[src/rtl/dmem_pkg.sv]
// dmem_pkg: shared size and state encodings for the dmem_rmw load/store front-end.
package dmem_pkg;

    typedef enum logic [1:0] {
        SIZE_B = 2'b00,
        SIZE_H = 2'b01,
        SIZE_W = 2'b10,
        SIZE_R = 2'b11
    } size_e;

    typedef enum logic {
        ST_IDLE  = 1'b0,
        ST_MERGE = 1'b1
    } state_e;

endpackage

[src/rtl/dmem_align.sv]
// dmem_align: combinational lane logic. Extracts and extends a load lane,
// and merges a store lane into an existing RAM word.
module dmem_align
    import dmem_pkg::*;
(
    input  size_e       size,
    input  logic [1:0]  offset,
    input  logic        is_unsigned,
    input  logic [31:0] word,
    input  logic [31:0] wdata,
    output logic [31:0] load_data,
    output logic [31:0] merged
);

    logic [4:0]  shift;
    logic [31:0] lane;

    assign shift = {offset, 3'b000};
    assign lane  = word >> shift;

    // NOTE: every output gets a default before the case so no path leaves it unassigned (no latch).
    always_comb begin
        load_data = lane;
        merged    = wdata;
        case (size)
            SIZE_B: begin
                load_data = {{24{!is_unsigned && lane[7]}}, lane[7:0]};
                merged    = (word & ~(32'h0000_00FF << shift)) | ({24'b0, wdata[7:0]} << shift);
            end
            SIZE_H: begin
                load_data = {{16{!is_unsigned && lane[15]}}, lane[15:0]};
                merged    = (word & ~(32'h0000_FFFF << shift)) | ({16'b0, wdata[15:0]} << shift);
            end
            default: ;
        endcase
    end

endmodule

[src/rtl/dmem_rmw.sv]
// dmem_rmw: RISC-V load/store front-end for a 32-bit RAM without byte enables.
// Sub-word stores run as read-modify-write; define DMEM_RMW_MISALIGN_EN to reject misaligned requests.
module dmem_rmw
    import dmem_pkg::*;
#(
    parameter int SCALE = 10
) (
    input  logic             clk,
    input  logic             rst,
    input  logic             req_valid,
    output logic             req_ready,
    input  logic             req_we,
    input  logic [31:0]      req_addr,
    input  logic [1:0]       req_size,
    input  logic             req_unsigned,
    input  logic [31:0]      req_wdata,
    output logic             rsp_valid,
    output logic [31:0]      rsp_rdata,
    output logic             rsp_err,
    output logic             ram_oe,
    output logic [SCALE-1:0] ram_addr,
    output logic [31:0]      ram_wdata,
    output logic             ram_we,
    input  logic [31:0]      ram_rdata
);

    state_e           state, state_next;
    size_e            size_eff;
    logic [1:0]       off_eff;
    logic             req_err, is_sub, accept, ram_we_raw;

    logic [SCALE-1:0] addr_q;
    logic [1:0]       off_q;
    size_e            size_q;
    logic [31:0]      wdata_q;

    logic             rsp_valid_q, rsp_we_q, rsp_uns_q, rsp_err_q;
    size_e            rsp_size_q;
    logic [1:0]       rsp_off_q;

    logic [31:0]      merged, load_data;
    logic [31:0]      unused_merge_load, unused_load_merge;
    logic             unused_addr_bits;

    assign unused_addr_bits = ^req_addr[31:SCALE+2];

    always_comb begin
        size_eff = size_e'(req_size);
        off_eff  = 2'b00;
`ifdef DMEM_RMW_MISALIGN_EN
        req_err = (req_size == SIZE_R)
               || (req_size == SIZE_H && req_addr[0])
               || (req_size == SIZE_W && req_addr[1:0] != 2'b00);
`else
        req_err = 1'b0;
        if (req_size == SIZE_R) size_eff = SIZE_W;
`endif
        // Offset bits below the access size are dropped, aligning the access down.
        case (size_eff)
            SIZE_B:  off_eff = req_addr[1:0];
            SIZE_H:  off_eff = {req_addr[1], 1'b0};
            default: off_eff = 2'b00;
        endcase
    end

    assign is_sub    = req_we && !req_err && (size_eff != SIZE_W);
    assign req_ready = (state == ST_IDLE);
    assign accept    = req_valid && req_ready;

    always_comb begin
        state_next = state;
        ram_oe     = 1'b0;
        ram_we_raw = 1'b0;
        ram_addr   = req_addr[SCALE+1:2];
        ram_wdata  = req_wdata;
        case (state)
            ST_IDLE: begin
                ram_oe     = req_valid && !req_err;
                ram_we_raw = req_valid && !req_err && req_we && !is_sub;
                if (req_valid && is_sub) state_next = ST_MERGE;
            end
            ST_MERGE: begin
                ram_oe     = 1'b1;
                ram_we_raw = 1'b1;
                ram_addr   = addr_q;
                ram_wdata  = merged;
                state_next = ST_IDLE;
            end
        endcase
    end

    // Gating with rst keeps a reset-interrupted merge from writing a half-built word.
    assign ram_we = ram_we_raw && !rst;

    // NOTE: state registers use non-blocking assignments so every flop samples pre-edge values.
    always_ff @(posedge clk) begin
        if (rst) begin
            state       <= ST_IDLE;
            rsp_valid_q <= 1'b0;
            rsp_err_q   <= 1'b0;
        end else begin
            state       <= state_next;
            rsp_valid_q <= (accept && !is_sub) || (state == ST_MERGE);
            if (accept) rsp_err_q <= req_err;
        end
    end

    // NOTE: pure datapath registers are not reset; they are always written before being used.
    always_ff @(posedge clk) begin
        if (accept) begin
            rsp_we_q   <= req_we;
            rsp_size_q <= size_eff;
            rsp_off_q  <= off_eff;
            rsp_uns_q  <= req_unsigned;
        end
        if (accept && is_sub) begin
            addr_q  <= req_addr[SCALE+1:2];
            off_q   <= off_eff;
            size_q  <= size_eff;
            wdata_q <= req_wdata;
        end
    end

    dmem_align u_merge (
        .size        (size_q),
        .offset      (off_q),
        .is_unsigned (1'b0),
        .word        (ram_rdata),
        .wdata       (wdata_q),
        .load_data   (unused_merge_load),
        .merged      (merged)
    );

    dmem_align u_load (
        .size        (rsp_size_q),
        .offset      (rsp_off_q),
        .is_unsigned (rsp_uns_q),
        .word        (ram_rdata),
        .wdata       (32'b0),
        .load_data   (load_data),
        .merged      (unused_load_merge)
    );

    assign rsp_valid = rsp_valid_q;
    assign rsp_err   = rsp_valid_q && rsp_err_q;
    assign rsp_rdata = (rsp_valid_q && !rsp_we_q && !rsp_err_q) ? load_data : 32'b0;

endmodule

[config.mk]
export PLATFORM = sky130hd
export DESIGN_NAME = dmem_rmw
export DESIGN_NICKNAME = d
export VERILOG_FILES = /design/src/rtl/dmem_pkg.sv /design/src/rtl/dmem_align.sv /design/src/rtl/dmem_rmw.sv
export SDC_FILE = /design/constraint.sdc
export NUM_CORES = 1
export LEC_CHECK = 0
export CORE_UTILIZATION = 46
export DETAILED_ROUTE_END_ITERATION = 10
export PLACE_DENSITY_LB_ADDON = 0.08
export SETUP_SLACK_MARGIN = 0.02
export SLEW_MARGIN = 10
export SYNTH_ARGS = -nofsm -noshare
export SYNTH_HDL_FRONTEND = slang
export SYNTH_SLANG_ARGS = --single-unit
[constraint.sdc]
create_clock -name clk -period 7.1 [get_ports clk]
set_input_delay 1.065 -clock clk [delete_from_list [all_inputs] [get_ports clk]]
set_output_delay 1.065 -clock clk [all_outputs]
set_load 0.02 [all_outputs]
# Word level (Yosys, flattened, before mapping)
# Index checks and enable logic that the tools add are counted.
# word_totals
reg_bits	54
# op_classes
shift	5
n_reduce_logical	19
n_eq_ne	5
bitwise	7
n_mux	11
# ops
cell	n
case mux 32 bit (2 select lines)	2
AND 32 bit	2
two-way mux 32 bit	2
inverter 32 bit	2
bitwise OR 32 bit	2
left shift 16 x 5 -> 32 bit	1
left shift 16 x 5 -> 32 bit, first input constant	1
left shift 8 x 5 -> 32 bit	1
left shift 8 x 5 -> 32 bit, first input constant	1
right shift 32 x 5 -> 32 bit	1
logical AND 1 bit	11
two-way mux 10 bit	1
equality test 2 x 1 -> 1 bit, second input constant	3
logical NOT 2 bit	3
case mux 1 bit (2 select lines)	3
logical NOT 1 bit	4
case mux 2 bit (2 select lines)	1
equality test 2 bit, second input constant	1
two-way mux 2 bit	1
inequality test 2 bit, second input constant	1
logical OR 1 bit	1
two-way mux 1 bit	1
inverter 1 bit	1

# Depth between registers and ports, before layout
# logic_depth
depth_word	8
ltp_mapped	8
ltp_nobuf	6

# By module
# From an unflattened synthesis, not the netlist that was laid out.
# hier_totals
hier_cells	717
hier_area_um2	6442.4
# by_module_without_submodules
module	seq_area_each_um2	area_each_um2	cells_per_inst	instances
dmem_align	0.0	1905.6	282	2
dmem_rmw	1601.5	2631.3	153	1

# Least setup slack after synthesis
# No wires, ideal clock.
# synth_timing
path_kind	input to register
from	input port req_size[1]
to	register addr_q[0] (enable)
cell_stages	2
arrival_time_ns	4.646
slack_ns	1.937
n_path_buf	0
required_time_ns	6.583
setup_ns	0.517
cell_sequence	nand2b_1 > nor3b_1
# synth_between
elab_chain_len	5
# synth_lines
element	line	text
start, declared	dmem_rmw.sv:14	input logic [1:0] req_size,
equality test 2 bit	dmem_rmw.sv:56	if (req_size == SIZE_R) size_eff = SIZE_W;
two-way mux 2 bit (*)	dmem_rmw.sv:56	
inequality test 2 bit (*)	dmem_rmw.sv:66	assign is_sub = req_we && !req_err && (size_eff != SIZE_W);
logical AND 1 bit (*)	dmem_rmw.sv:66	
logical AND 1 bit (*)	dmem_rmw.sv:116	if (accept && is_sub) begin
end signal, assigned	dmem_rmw.sv:117	addr_q <= req_addr[SCALE+1:2];
end, declared	dmem_rmw.sv:32	logic [SCALE-1:0] addr_q;
# Mark *: on every way between the ends. The rest lies on a longest branch, timed or not.
# A chain may end at the register's enable or synchronous reset.

# Worst setup path in the final report
# layout_timing
from	register off_q[1]
to	output port ram_wdata[22]
# layout_between
elab_chain_len	6
word_cells_on_any_way	12
classes_between	4 x shift; 2 x mux; 6 x bitwise
# layout_lines
element	line	text
start, declared	dmem_rmw.sv:33	logic [1:0] off_q;
start signal, assigned	dmem_rmw.sv:118	off_q <= off_eff;
left shift 16 x 5 -> 32 bit / left shift 8 x 5 -> 32 bit (equally long branches)	dmem_align.sv:32, dmem_align.sv:28	
inverter 32 bit, on equally long branches	dmem_align.sv:32, dmem_align.sv:28	
AND 32 bit, on equally long branches	dmem_align.sv:32, dmem_align.sv:28	
bitwise OR 32 bit, on equally long branches	dmem_align.sv:32, dmem_align.sv:28	
case mux 32 bit (2 select lines) (*)	dmem_align.sv:25	case (size)
two-way mux 32 bit (*)	dmem_rmw.sv:76	case (state)
end, declared	dmem_rmw.sv:22	output logic [31:0] ram_wdata,
# Marks and branches as above.

==> results.rst <==
.. list-table::
   :header-rows: 1

   * - Metric
     - Value
   * - Clock Sink Count
     - 54
   * - Logic gate share of total power
     - between 20% and 30%
   * - RSZ-0062 raised after global routing
     - no
   * - Reg2Reg Depth
     - 3
   * - Per-cell routed wire length
     - just over 20 um
   * - Via density per instance
     - 5.941
   * - Hold WC Path Type
     - flop to flop
   * - Vias in the first global route
     - between 3000 and 4000
   * - Total nets after synthesis
     - 548
   * - Area leader, netlist
     - sky130_fd_sc_hd__edfxtp_1
   * - Die area
     - approximately 0.0091 mm^2
   * - Count of boundary I/O pins
     - between 150 and 200
   * - Predominant post-synthesis flop cell
     - sky130_fd_sc_hd__edfxtp_1
   * - Transition at the pin with the smallest max-transition slack
     - between 1000 and 1500 ps
   * - Setup Crit Path Kind
     - flop to output port
   * - Final hold slack
     - a little under 1000 ps
   * - Leakage
     - 2.119 nW
   * - Final worst-path cycle share
     - about two thirds
   * - Fraction of final layout cells sized beyond drive strength 1
     - ~5.5%
   * - Pin count of the biggest net entering global routing
     - 70
   * - PwrDens
     - about 140 mW/mm^2
   * - Remaining antenna violation count
     - 0
   * - Share of power burned in the clock network
     - 27.2%
   * - Status
     - completed
   * - Total core area
     - between 0.008 and 0.009 mm^2
   * - Maximum clock path buffer count
     - 2
   * - Initial Util
     - between 40 and 50%
   * - Routed wire length
     - 13.80 mm
   * - Initial antenna violation count
     - 0
   * - Global route total overflow
     - 0
   * - Maximum level of the CTS H-tree
     - 2
   * - Global-route wire length before repair
     - between 20 and 25 mm
   * - Number of inserted filler cells in the final layout
     - 640
   * - Minimum setup slack in the final design
     - between 2000 and 2500 ps
   * - Number of enable-type register cells in the synthesized netlist
     - 52
   * - Number of max-capacitance violations reported
     - 0
   * - Count of buffers inserted at the top-level ports
     - between 150 and 200
   * - Endpoint required time on the critical path
     - roughly 6000 ps
   * - Worst skew pair latency
     - around 310 ps
   * - Half-perimeter wire length of the detailed placement result
     - 10.27 mm
   * - Post-synthesis instance total
     - 441
   * - Global router's overall resource usage
     - roughly 30%
   * - Proportion of netlist area held by the largest area contributor
     - about two fifths
   * - Vert. Die Dim
     - 95.40 um
   * - Post-Layout Inst Area
     - approximately 0.0057 mm^2
   * - Via count
     - 4058
   * - Max transition margin
     - a little over a fifth
   * - Final min period
     - roughly 4700 ps
   * - Nature of the critical path startpoint
     - flop
   * - Number of rows created at floorplan
     - 33
   * - NetSw
     - 234.3 uW
   * - Hold Vio Cnt, Final
     - 0
   * - Post-Route Utilization
     - 68.86%
   * - # setup viols final
     - 0
   * - Post-CTS Resized
     - 0
   * - Share of total power consumed by net switching
     - approximately 29%
   * - Global placer's final weighted congestion
     - 0.9345
   * - Peak clock frequency supported by timing
     - 212.3 MHz
   * - Post-synthesis instance area
     - ~0.004 mm^2
   * - Slowest cell on the critical path
     - sky130_fd_sc_hd__nor2b_1
   * - Growth of design area from synthesis to finish
     - 43.12%
   * - Count of hold buffers inserted by post-cts repair
     - 0
   * - Number of post-CTS setup repair buffers
     - 0
   * - Remaining design rule violation count
     - 0
   * - Horiz. Die Dim
     - about 95 um
   * - Clk pin slew, worst setup/hold paths
     - 100 ps
   * - Sum of negative setup slack
     - 0 ps
   * - 1st-pass router iterations
     - 5
   * - Count of yosys warnings during synthesis
     - 0
   * - Flop pwr share
     - between 40% and 50%
   * - Share of the yosys chip area belonging to registers
     - approximately 40%
   * - Peak fanout along the critical path
     - 39
   * - Internal cell power
     - 580.3 uW
   * - Critical Path End Type
     - output port
   * - Worst Skew
     - between 10 and 15 ps
   * - First-iteration detailed-routing DRC count
     - 366
   * - Delay-heaviest family, CP
     - simple AND/OR/NAND/NOR gates
   * - Stages on worst setup path
     - 5
   * - Placed cell areas
     - between 0.005 and 0.006 mm^2
   * - Buffer and inverter count on the worst path
     - 1
   * - Worst slack, placed
     - about 2800 ps
   * - Worst Hold Path Cells
     - 3
   * - Delay of the slowest cell on the worst path
     - about 1100 ps
   * - Unique cell type count in the Yosys netlist
     - between 40 and 50
   * - Top cells by area in the synthesized netlist
     - sky130_fd_sc_hd__edfxtp_1 (39%), sky130_fd_sc_hd__mux2i_1 (6.2%), sky130_fd_sc_hd__nor2_1 (5.0%)
   * - FF+latch count, synth
     - 54
   * - Critical Path AT
     - about 3600 ps
   * - Max-slew violation count
     - 0
   * - Worst-case register-to-register setup slack
     - 5300 ps
   * - CTS tree
     - yes
   * - Antenna diode instance count
     - 0
   * - Average instance area after synthesis
     - between 9 and 10 um^2
   * - IR Drop Worst-Case VDD
     - roughly 0.096 mV
   * - Total Nets Final
     - between 600 and 700
   * - Clk Tree Root Cell
     - sky130_fd_sc_hd__clkbuf_8
   * - Cell-by-cell trace of the critical path
     - nor2b_1 > a221oi_1 > a2bb2oi_1 > o311ai_0 > clkdlybuf4s50_1
   * - Total clock buffers created by CTS
     - 5
   * - Ys async rst share
     - 0%
per-layer routing:
metal	vias to the layer above	routed length [um]	share of wire [%]	track usage (%)
li1	1932	-	-	-
met1	1887	5828	42	40.18
met2	216	6662	48	49.88
met3	23	1060	7.7	4.705
met4	0	250	1.8	8.333
met5	-	0	0	0
layout make-up:
| cell class | instances | area, um^2 | area share [%] |
|---|---|---|---|
| inverters | 8 | 30.03 | 0.5229 |
| repair buffers | 165 | 1639 | 28.54 |
| clock inverters | 3 | 47.55 | 0.8279 |
| flip-flops and latches | 54 | 1603 | 27.91 |
| clock buffers | 5 | 68.82 | 1.198 |
| well taps | 105 | 131.4 | 2.288 |
| multi-input cells | 343 | 2223 | 38.71 |
path summary, 6_finish.rpt:
kind | startpoint | to
max reg2reg | state$_SDFF_PP0_ | wdata_q[30]$_DFFE_PP_
min reg2reg | state$_SDFF_PP0_ | rsp_valid$_SDFF_PP0_
min | state$_SDFF_PP0_ | rsp_valid$_SDFF_PP0_
max | off_q[1]$_DFFE_PP_ | ram_wdata[22]
cells by family (layout without fill, tap and decap cells):
kind of cell	count (synthesis)	after routing	share of synthesized area (%)
adders and majority gates	4	4	1.247
AOI/OAI and AO/OA	155	155	26.63
muxes	37	37	9.697
buffers and inverters	44	181	4.802
other	1	1	0.09346
and+or+nand+nor	146	146	17.62
DFF	54	54	39.91
state kept, by name, summed over array words and instances (netlist names), 2 cells and up:
| name | count |
|---|---|
| rsp_off_q | 2 |
| size_q | 2 |
| addr_q | 10 |
| wdata_q | 32 |
| off_q | 2 |
| rsp_size_q | 2 |
power groups by stage:
stage | sequential, mW | clock (mW) | combinational (mW)
final | 0.370 | 0.222 | 0.223
after detailed placement | 0.377 | 0 | 0.221
after CTS | 0.370 | 0.224 | 0.223
after global placement | 0.377 | 0 | 0.219
after floorplan | 0.373 | 0 | 0.105
after global routing | 0.371 | 0.231 | 0.237
worst reg2reg max path: stages (launching register included):
cell	delay (ps)
sky130_fd_sc_hd__dfxtp_2	330
sky130_fd_sc_hd__buf_4	320
sky130_fd_sc_hd__nor3b_2	240
sky130_fd_sc_hd__buf_4	520
synthesized netlist by cell type (2+ instances only):
| cell type | number |
|---|---|
| sky130_fd_sc_hd__nor2_1 | 53 |
| sky130_fd_sc_hd__edfxtp_1 | 52 |
| sky130_fd_sc_hd__a21oi_1 | 39 |
| sky130_fd_sc_hd__nand2_1 | 39 |
| sky130_fd_sc_hd__mux2i_1 | 25 |
| sky130_fd_sc_hd__a211oi_1 | 22 |
| sky130_fd_sc_hd__nor2b_1 | 22 |
| sky130_fd_sc_hd__o21ai_0 | 22 |
| sky130_fd_sc_hd__clkbuf_1 | 21 |
| sky130_fd_sc_hd__a221oi_1 | 18 |
| sky130_fd_sc_hd__buf_2 | 10 |
| sky130_fd_sc_hd__mux2_2 | 10 |
| sky130_fd_sc_hd__a21o_1 | 8 |
| sky130_fd_sc_hd__a22o_1 | 8 |
| sky130_fd_sc_hd__o211ai_1 | 8 |
| sky130_fd_sc_hd__o22a_1 | 8 |
| sky130_fd_sc_hd__a31oi_1 | 7 |
| sky130_fd_sc_hd__and3_1 | 7 |
| sky130_fd_sc_hd__and3b_1 | 7 |
| sky130_fd_sc_hd__inv_1 | 7 |
| sky130_fd_sc_hd__a211o_1 | 6 |
| sky130_fd_sc_hd__ha_1 | 4 |
| sky130_fd_sc_hd__nand2b_1 | 3 |
| sky130_fd_sc_hd__nand3_1 | 3 |
| sky130_fd_sc_hd__o21ai_1 | 3 |
| sky130_fd_sc_hd__buf_1 | 2 |
| sky130_fd_sc_hd__buf_4 | 2 |
| sky130_fd_sc_hd__dfxtp_1 | 2 |
| sky130_fd_sc_hd__nor3b_1 | 2 |
| sky130_fd_sc_hd__or2_2 | 2 |
through the flow:
step | power [mW] | cells
6_report | 0.8146 | 683
5_1_grt | 0.8392 | 683
4_1_cts | 0.8159 | 683
3_5_place_dp | 0.5982 | 675
3_3_place_gp | 0.5955 | 675
2_1_floorplan | 0.4785 | 441
cell usage in the layout (no fill, tap or decap), drive strengths merged, types with 6 or more instances in the layout:
cell / netlist / routed
a31oi: 7 / 7
nand2: 39 / 39
and3b: 7 / 7
a22o: 8 / 8
edfxtp: 52 / 52
and3: 7 / 7
a21oi: 39 / 39
mux2i: 25 / 25
a21o: 8 / 8
a221oi: 18 / 18
clkdlybuf4s50: 0 / 160
a211o: 6 / 6
nor2: 54 / 54
inv: 7 / 8
o21ai: 25 / 25
nor2b: 22 / 22
o211ai: 8 / 8
a211oi: 22 / 22
mux2: 12 / 12
o22a: 8 / 8
(Power assumes the default switching activity.)
==> patch 1, RTL diff (config.mk and constraints unchanged) <==
Add a define of `DMEM_RMW_MISALIGN_EN`.
--- a/src/rtl/dmem_rmw.sv
+++ b/src/rtl/dmem_rmw.sv
@@ -1,5 +1,7 @@
 // dmem_rmw: RISC-V load/store front-end for a 32-bit RAM without byte enables.
 // Sub-word stores run as read-modify-write; define DMEM_RMW_MISALIGN_EN to reject misaligned requests.
+`define DMEM_RMW_MISALIGN_EN
+
 module dmem_rmw
     import dmem_pkg::*;
 #(
Formal check against the unedited RTL: not equivalent (a bounded check fails within 4 cycles, from zero or initial values and one cycle with rst high).
==> patch 1 against the unedited design <==
- cell area shrank 0.85%
- total power shrank 3.9%
- sequential power grew 2%
- setup slack gained 0.26 ns
- highest routed layer unchanged
- routed wire length shrank 4.4%
- area after synthesis shrank 1.4%
- global-route usage shrank 0.21 points
- sequential cell count grew 1
==> patch 1: results (changes against the unedited design) <==
stage;metric;value;unit;change
logic_synthesis;most instantiated cells after synthesis;edfxtp_1 (52), nor2_1 (40), a211oi_1 (38), mux2i_1 (32), a221oi_1 (25);;
logic_synthesis;syn nets;475;;-13%
logic_synthesis;sequential-to-total area share from yosys stat;41.00;%;+1.1 points
sta;Worst Clk Skew;0.01585;ns;+0.004595 ns
placement;# port buffers;161;;+0.63%
global_route;pin count of the biggest net entering global routing;48;;-31%
layout;fin cells;615;;-10%
layout;count of filler cells inserted in the layout;666;;+4.1%
critical_path;CP arrival;3.39;ns;-0.25 ns
worst_hold_path;Hold Path End;rsp_err_q$_SDFFE_PP0P_;;
critical_path;worst reg-to-reg setup slack;4.62;ns;-0.68 ns
status;status;finished, final reports clean;;
placement;hpwl dp;9663;um;-5.9%
critical_path;Max Fanout on Critical Path;16;;-59%
clock_network;Clock Latency Late Sink;0.34;ns;+0.03 ns
critical_path;largest stage delay on the critical path;0.97;ns;-0.09 ns
placement;Placed Area;5575;um^2;-0.91%
power;worst vdd ir;0.09833;mV;+3.0%
critical_path;Setup crit start;off_q[0]$_DFFE_PP_;;
placement;RePlAce Congestion;0.9281;;-0.68%
power;Static Leak;2.037;nW;-3.9%
logic_synthesis;unique cell type count in the Yosys netlist;48;;-2.0%
global_route;first-pass GRT wire length;20180;um;-1.3%
logic_synthesis;Post-Synth Adder-Cell Area;1.265;%;+0.018 points
layout;layout cells sized above 1;6.275;%;+0.74 points
==> patch 1: stage by stage <==
step | hold WS [ns] | worst slack (ns)
3_3_place_gp | 0.5543 | 2.776
3_5_place_dp | 0.5659 | 2.736
5_1_grt | 0.6224 | 2.473
6_report | 0.5804 | 2.649
4_1_cts | 0.5834 | 2.710
2_1_floorplan | 0.5353 | 3.922
==> patch 1: cell type report <==
cell class	count	area, um^2	share of cell area (%)
inverter	12	45.04	0.7910
multi-input combinational	271	2151	37.77
tap	105	131.4	2.307
clock inverter	3	22.52	0.3955
timing repair buffer	164	1654	29.05
clock buffer	5	68.82	1.209
sequential	55	1622	28.48
==> patch 1: where the power goes <==
part | switching [mW] | internal (mW) | leakage [nW] | total, mW
Sequential | 0.0105 | 0.366 | 0.506 | 0.377
Combinational | 0.103 | 0.112 | 1.49 | 0.214
Clock | 0.121 | 0.0712 | 0.0437 | 0.192
Total | 0.234 | 0.549 | 2.04 | 0.783
==> patch 1: worst max path at each step <==
stage,end,depth (start not counted)
global placement,rsp_rdata[27],6
global route,ram_wdata[15],5
finish,ram_wdata[17],5
CTS,ram_wdata[17],5
floorplan,rsp_rdata[15],3
detailed placement,rsp_rdata[27],6
==> patch 1: logic make-up after synthesis <==
group,after synthesis
AOI/OAI and AO/OA,139
buffers and inverters,42
adders and majority gates,4
muxes,52
and+or+nand+nor,76
DFF,55
==> patch 1: layer usage <==
metal  vias up  GRT usage, %  wire length, um
met5         -             0                0
met2       211         48.56             6256
li1       1786             -                -
met3        24         5.395             1083
met4         0         10.10              336
met1      1917         39.53             5519
==> patch 1: worst max-delay path, delay by kind of cell (launching register included) <==
family                 cells  cell delay, ns
and+or+nand+nor            2            1.17
buffers and inverters      1            0.65
DFF                        1            0.77
AOI/OAI and AO/OA          2            0.46
==> patch 2, RTL diff (same flow settings) <==
Without the edit above. Make the reset (`rst`) asynchronous in one clocked block.
--- a/src/rtl/dmem_rmw.sv
+++ b/src/rtl/dmem_rmw.sv
@@ -93,7 +93,7 @@
     assign ram_we = ram_we_raw && !rst;
 
     // NOTE: state registers use non-blocking assignments so every flop samples pre-edge values.
-    always_ff @(posedge clk) begin
+    always_ff @(posedge clk or posedge rst) begin
         if (rst) begin
             state       <= ST_IDLE;
             rsp_valid_q <= 1'b0;
Behaviour: differs if rst is asserted again (counterexample within 4 cycles, from zero or initial values and one cycle with rst high); with rst held inactive, the same outputs for 10 cycles.
==> patch 2 against the unedited design <==
- cell area down 2.1%
- area after synthesis down 1.3%
- total power decreased by 1.3%
- setup slack got worse by 0.52 ns
- sequential cell count unchanged
- routed wire length down 8.3%
- critical path depth grew 1
- global-route usage fell by 1.8 points
==> patch 2: results (changes against the unedited design) <==
stage;metric;value;unit;change
status;status;finished, final reports clean;;
placement;hpwl dp;9305;um;-9.4%
logic_synthesis;unique cell type count in the Yosys netlist;44;;-10%
detailed_routing;router iterations before antenna repair;5;;unchanged
power;Static Leak;2.027;nW;-4.3%
logic_synthesis;most instantiated cells after synthesis;nand2_1 (86), nor2_1 (59), edfxtp_1 (52), a221oi_1 (23);;
logic_synthesis;Compound-Gate Fraction of Synth Area;21.52;%;-5.1 points
global_route;GR Util met3;5.636;%;+0.93 points
power;worst vdd ir;0.1105;mV;+16%
placement;# port buffers;160;;unchanged
logic_synthesis;Async S/R FF share, synth;3.704;%;+3.7 points
clock_network;Max clock buf depth;2;;unchanged
critical_path;Max Fanout on Critical Path;24;;-38%
detailed_routing;drt via density;5.963;;+0.37%
detailed_routing;Metal-1 WL;5527;um;-5.2%
critical_path;reg2reg end;rsp_valid$_DFF_PP0_;;
logic_synthesis;syn nets;551;;+0.55%
logic_synthesis;XOR/XNOR Fraction of Synth Area;0.2212;%;+0.22 points
sta;max-slew headroom at the worst pin;22.67;%;+1.4 points
global_route;antenna violations before repair;0;;unchanged
global_route;pin count of the biggest net entering global routing;63;;-10%
clock_network;CTS HTree Levels;2;;unchanged
layout;# nets final;683;;-0.15%
logic_synthesis;sequential-to-total area share from yosys stat;40.71;%;+0.80 points
global_route;first-pass GRT wire length;19550;um;-4.5%
global_route;GR Layer Usage met1;39.16;%;-1.0 points
detailed_routing;WL met3;1249;um;+18%
clock_network;PostCTS Resize Cnt;0;;unchanged
critical_path;Top delay family on crit path;buffers and inverters;;
critical_path;largest stage delay on the critical path;0.88;ns;-0.18 ns
sta;WHS;0.9210;ns;-0.03935 ns
logic_synthesis;post-synthesis mux area share;9.987;%;+0.29 points
global_route;Global Route met2 Usage;44.78;%;-5.1 points
critical_path;Worst R2R Path Depth;2;;-1
global_route;number of global-route vias before repair;3703;;-2.9%
global_route;gr usage total;28.19;%;-1.8 points
logic_synthesis;top post-synthesis cells by area;edfxtp_1 (39%), nand2_1 (8.2%), nor2_1 (5.6%);;
detailed_routing;wire length on met2;5721;um;-14%
critical_path;RR Startpoint;state$_DFF_PP0_;;
logic_synthesis;Post-Synth Adder-Cell Area;1.264;%;+0.017 points
critical_path;worst reg-to-reg setup slack;5.03;ns;-0.27 ns
worst_hold_path;Hold/Removal Path Class;primary input to async pin;;
placement;RePlAce Congestion;0.8550;;-8.5%
critical_path;CP arrival;4.17;ns;+0.53 ns
detailed_routing;DR WL/cell;18.57;um;-8.1%
clock_network;clk root buf;clkbuf_8;;
critical_path;Slowest-stage cell, CP;edfxtp_1;;
layout;count of filler cells inserted in the layout;685;;+7.0%
detailed_routing;1st-iter DRT viols;432;;+18%
clock_network;Clock Latency Late Sink;0.31;ns;about the same
logic_synthesis;top_reg_cell synth;edfxtp_1;;
sta;Worst Clk Skew;0.01362;ns;+0.002368 ns
layout;layout cells sized above 1;6.239;%;+0.70 points
layout;n_diodes;0;;unchanged
-- patch 2: cell types whose count changed in the layout (fill, tap and decap cells not counted), moves of 8 or more --
cell	unedited run	this run
nand2_1	39	86
o21ai_0	22	2
a21oi_1	39	17
mux2i_1	25	17
a31oi_1	7	22
mux2_2	10	18
-- patch 2: worst max-delay path by stage --
stage,slack (ns),start,cells past startpoint,end
after floorplan,1.95,req_size[1],2,addr_q[0]$_DFFE_PP_
after CTS,2.02,off_q[1]$_DFFE_PP_,6,ram_wdata[8]
after detailed placement,2.35,off_q[1]$_DFFE_PP_,6,ram_wdata[8]
final,1.87,off_q[1]$_DFFE_PP_,6,ram_wdata[8]
after global placement,2.41,off_q[1]$_DFFE_PP_,6,ram_wdata[8]
after global routing,1.71,off_q[1]$_DFFE_PP_,6,ram_wdata[15]
-- patch 2: layout make-up --
type                       count  area (um^2)  share of cell area [%]
timing repair buffer         164         1632                   29.02
clock buffer                   6        72.57                   1.291
multi-input combinational    344         2135                   37.96
tap                          105        131.4                   2.336
clock inverter                 2        13.76                  0.2448
sequential                    54         1613                   28.68
inverter                       7        26.28                  0.4673
-- patch 2: through the flow --
stage / power [mW] / instance area, um^2 / std cells / utilization [%] / setup slack [ns]
floorplan: 0.5026 / 3959 / 444 / - / 1.946
global placement: 0.6292 / 5537 / 674 / 67.05 / 2.415
detailed placement: 0.6322 / 5537 / 674 / 67.05 / 2.351
CTS: 0.8072 / 5623 / 682 / 68.09 / 2.016
global route: 0.8378 / 5623 / 682 / 68.09 / 1.709
finish: 0.8038 / 5623 / 682 / 68.09 / 1.870
-- patch 2: where the power goes --
group | internal (mW) | total, mW | switching (mW)
clock network | 0.0707 | 0.176 | 0.105
registers | 0.361 | 0.382 | 0.0202
logic | 0.126 | 0.246 | 0.120
total | 0.559 | 0.804 | 0.245
